$ cat config.mk
export PLATFORM = sky130hd
export DESIGN_NAME = serial_adder
export DESIGN_NICKNAME = d
export VERILOG_FILES = /design/src/rtl/serial_adder.sv
export SDC_FILE = /design/constraint.sdc
export NUM_CORES = 1
export LEC_CHECK = 0
export BUFFER_PORTS_ARGS = -buffer_cell sky130_fd_sc_hd__buf_2
export CORE_ASPECT_RATIO = 0.7
export CORE_MARGIN = 10
export CORE_UTILIZATION = 51
export CTS_BUF_LIST = sky130_fd_sc_hd__clkbuf_8
export DETAILED_ROUTE_END_ITERATION = 8
export PLACE_DENSITY = 0.87
export RECOVER_POWER = 50
export SYNTH_ARGS = -nofsm -noshare
export SYNTH_HDL_FRONTEND = slang
export SYNTH_SLANG_ARGS = --single-unit
export TNS_END_PERCENT = 50
$ cat constraint.sdc
create_clock -name clk -period 1.3 [get_ports clk]
set_input_delay 0.13 -clock clk [delete_from_list [all_inputs] [get_ports clk]]
set_output_delay 0.13 -clock clk [all_outputs]
set_load 0.03 [all_outputs]
$ cat src/rtl/serial_adder.sv
// Bit-serial N-bit adder: one full-adder bit per clock, LSB first.
// Define SERIAL_ADDER_OVF_EN to add the signed-overflow output ovf.
module serial_adder #(
  parameter int N = 8
) (
  input  logic         clk,
  input  logic         rst_n,
  input  logic         start,
  input  logic [N-1:0] a,
  input  logic [N-1:0] b,
  input  logic         cin,
  output logic         busy,
  output logic         done,
  output logic [N-1:0] sum,
  output logic         cout
`ifdef SERIAL_ADDER_OVF_EN
  ,
  output logic         ovf
`endif
);

  localparam int CW = $clog2(N);

  localparam logic [1:0] S_IDLE = 2'd0;
  localparam logic [1:0] S_ADD  = 2'd1;
  localparam logic [1:0] S_DONE = 2'd2;

  logic [1:0]    r_state;
  logic [N-1:0]  r_a;
  logic [N-1:0]  r_b;
  logic [N-1:0]  r_sum;
  logic          r_carry;
  logic          r_cout;
  logic [CW-1:0] r_cnt;

  logic w_s;
  logic w_co;
  logic w_add;
  logic w_ld;
  logic w_last;

  // single-bit full adder on the current LSBs
  assign w_s  = r_a[0] ^ r_b[0] ^ r_carry;
  assign w_co = (r_a[0] & r_b[0])
              | (r_a[0] & r_carry)
              | (r_b[0] & r_carry);

  assign w_add  = (r_state == S_ADD);
  assign w_ld   = !w_add && start;
  assign w_last = (r_cnt == CW'(N - 1));

`ifdef SERIAL_ADDER_OVF_EN
  logic r_ovf;
  assign ovf = r_ovf;
`endif

  always_ff @(posedge clk or negedge rst_n) begin
    if (!rst_n) begin
      r_state <= S_IDLE;
      r_a     <= '0;
      r_b     <= '0;
      r_sum   <= '0;
      r_carry <= 1'b0;
      r_cout  <= 1'b0;
      r_cnt   <= '0;
`ifdef SERIAL_ADDER_OVF_EN
      r_ovf   <= 1'b0;
`endif
    end else begin
      unique case (1'b1)
        w_ld: begin
          r_state <= S_ADD;
          r_a     <= a;
          r_b     <= b;
          r_carry <= cin;
          r_cnt   <= '0;
`ifdef SERIAL_ADDER_OVF_EN
          r_ovf   <= 1'b0;
`endif
        end
        w_add: begin
          r_carry <= w_co;
          r_a     <= {1'b0, r_a[N-1:1]};
          r_b     <= {1'b0, r_b[N-1:1]};
          r_sum   <= {w_s, r_sum[N-1:1]};
          r_cnt   <= r_cnt + CW'(1);
          if (w_last) begin
            r_state <= S_DONE;
            r_cout  <= w_co;
`ifdef SERIAL_ADDER_OVF_EN
            // carry into MSB differs from carry out of MSB
            r_ovf   <= r_carry ^ w_co;
`endif
          end
        end
        default: r_state <= S_IDLE;
      endcase
    end
  end

  assign busy = w_add;
  assign done = (r_state == S_DONE);
  assign sum  = r_sum;
  assign cout = r_cout;

endmodule

==> results.yml <==
logic_synthesis:
  synthAdderAreaFrac: 0.02887
  ys_ff_latch: 31
  synth_compound_area_frac: 0
  netlist_area_um2: 1560
  synth_area_per_cell_um2: 16.42
  synth_cell_types: 12
  synth_top_area_cell: "dfrtp_1"
  synthSimpleGateAreaFrac: 0.02967
  synthMuxAreaShare: 0.4010
  yosysSeqAreaShare: 0.4972
  syn-num-nets: 118
  synth_top_family_by_area: "multiplexers"
  synth_warnings: 0
  synthTopCellsByArea: "dfrtp_1 50%, mux2_4 32%, mux2_2 5.8%"
  synth_top_area_share: 0.4972
  synth-xor-area-share: 0
  synth_cells: 95
placed_design:
  placed_cell_area_um2: 1783
  port_buffers: 30
  dp.cells: 163
  pre_cts_slack_ns: -0.03393
  detailed_place_hpwl_um: 2060
  gp_congestion: 0.7289
sta:
  hold_slack_ns: 0.1181
  final-max-slew-violation-count: 0
  slew_headroom: 0.4965
  finClkSkew_ns: 0.006299
  fin_setup_tns_ns: 0
  rsz0062_at_grt: "true"
  final_hold_viol_count: 0
  final.period_utilization: 0.9832
  setup_ws_ns: 0.02178
  finalCriticalPeriod_ns: 1.278
  finalSetupViolCount: 0
  worst_pin_slew_ns: 0.7552
  fmaxAchievable_mhz: 782.3
run:
  drv_cap: 0
grt:
  grt_use_total: 0.1073
  grt_pass1_vias: 973
  grt_overflow: 0
  grt_pass1_wl_um: 4733
  antenna_found_initial: 0
  grt_max_degree: 32
layout:
  fin_util: 0.6696
  fin_area_um2: 1917
  final_nets: 161
  area_delta_synth_final_pct: 22.85
  fin_cells: 173
  nFillCells: 200
  n_antenna_cell: 0
  drive_above_1_share: 0.6277
  final_common_cell: "mux2_4"
  layout_common_cells: "35 x mux2_4, 31 x dfrtp_1, 24 x buf_2"
worst_setup_path:
  r2r_start: "r_cnt[0]$_DFFE_PN0P_"
  criticalPathCategory: "flip-flop to flip-flop"
  ff2ff_setup_slack_ns: 0.02
  r2r_cells: 4
  r2r_end: "cout$_DFFE_PN0P_"
  worst_ep_required_time_ns: 1.46
  end_kind: "flip-flop"
  cp_max_fo: 2
  critPathLaunchType: "flip-flop"
  arrival_ns: 1.44
hold_path:
  hold_class: "input port to flip-flop"
  min_path_cells: 3
  hp-start: "a[7]"
  worst_hold_path.endpoint: "r_a[7]$_DFFE_PN0P_"
routing:
  drt_iter0_markers: 26
  post-route-drc-count: 0
  vias: 862
  wl_per_cell_um: 16.44
  antenna_left: 0
  vias_per_cell: 4.983
  dr.pass1.iters: 2
  drt-total-wl_um: 2844
die:
  ios: 31
  start_util: 0.5450
  fp-row-count: 16
  die_area_um2: 5707
  chipWidth_um: 86.11
  core_um2: 2863
  die_h_um: 66.28
pwr:
  p_leak_nw: 0.9744
  cellPowerDensity_nw_per_um2: 2419
  power.total_mw: 4.637
  peakVddDrop_mv: 1.341
cts:
  cts_tree: "yes"
  clk_latency_ns: 0.28
  cts-root-buf: "clkbuf_8"
  clk_pin_slew_ns: 0.06
  numCtsBuffers: 5
  cts_buffer_depth: 2
  htree_levels: 2
  clock_sink_count: 31
run_status:
  run_status: "completed"
## critical path, stage by stage (launching register included)
cell and delay (ns):
dfrtp_1 0.38, ha_2 0.20, ha_4 0.15, nand3b_1 0.12, mux2_4 0.31
## timing repair
item	CTS	global route
cloned	0	0
setup buffers	1	2
resized for setup	4	4
setup endpoints to repair	2	4
pin swaps	0	1
hold buffers	1	0
endpoints found under the hold margin	31	0
## report_power, final
part | internal (mW) | leakage [nW] | total, mW | switching [mW]
registers | 1.39 | 0.390 | 1.66 | 0.274
logic | 1.35 | 0.544 | 2.32 | 0.971
clock network | 0.347 | 0.0413 | 0.655 | 0.307
## worst max-delay path by stage
stage                         startpoint                to  slack [ns]  cells past startpoint
global placement    r_cnt[0]$_DFFE_PN0P_  cout$_DFFE_PN0P_       0.008                      4
finish              r_cnt[0]$_DFFE_PN0P_  cout$_DFFE_PN0P_        0.02                      4
floorplan           r_cnt[0]$_DFFE_PN0P_  cout$_DFFE_PN0P_        0.01                      4
global route        r_cnt[0]$_DFFE_PN0P_  cout$_DFFE_PN0P_       -0.02                      4
detailed placement  r_cnt[0]$_DFFE_PN0P_  cout$_DFFE_PN0P_       -0.03                      4
CTS                 r_cnt[0]$_DFFE_PN0P_  cout$_DFFE_PN0P_       0.004                      4
## metal layers
metal | part of all wire | wire length, um | global-route usage
met5 | 0 | 0 | 0
met4 | 0.011 | 32 | 0.03689
met2 | 0.46 | 1321 | 0.1602
met1 | 0.44 | 1260 | 0.1219
met3 | 0.081 | 229 | 0.06897
## registers in the layout, indices dropped and copies added, names as in the netlist
name / cells
r_state: 2
r_cnt: 3
r_b: 8
r_a: 8
r_carry: 1
cout: 1
sum: 8
## cell families after synthesis
family,after synthesis
adder cells (fa/ha/maj),3
flip-flops,31
multiplexers,45
buffers and inverters,8
AND/OR/NAND/NOR,8
## Yosys cell counts
cell	n
mux2_4	33
buf_6	5
dfrtp_1	31
ha_1	2
nand3b_1	1
fa_1	1
nand2b_1	2
nor2_1	2
mux2i_1	4
nor2b_1	3
mux2_2	8
inv_1	3
## area by class of cell
| cell class | count | area (um2) | share of cell area |
|---|---|---|---|
| repair buffers | 41 | 261.5 | 0.1364 |
| inverters | 3 | 15.01 | 0.007833 |
| clock inverters | 1 | 3.754 | 0.001958 |
| clock buffers | 5 | 68.82 | 0.03590 |
| flip-flops and latches | 31 | 775.7 | 0.4047 |
| well taps | 36 | 45.04 | 0.02350 |
| multi-input cells | 56 | 747.0 | 0.3897 |
Power figures use the tool's default switching activity.
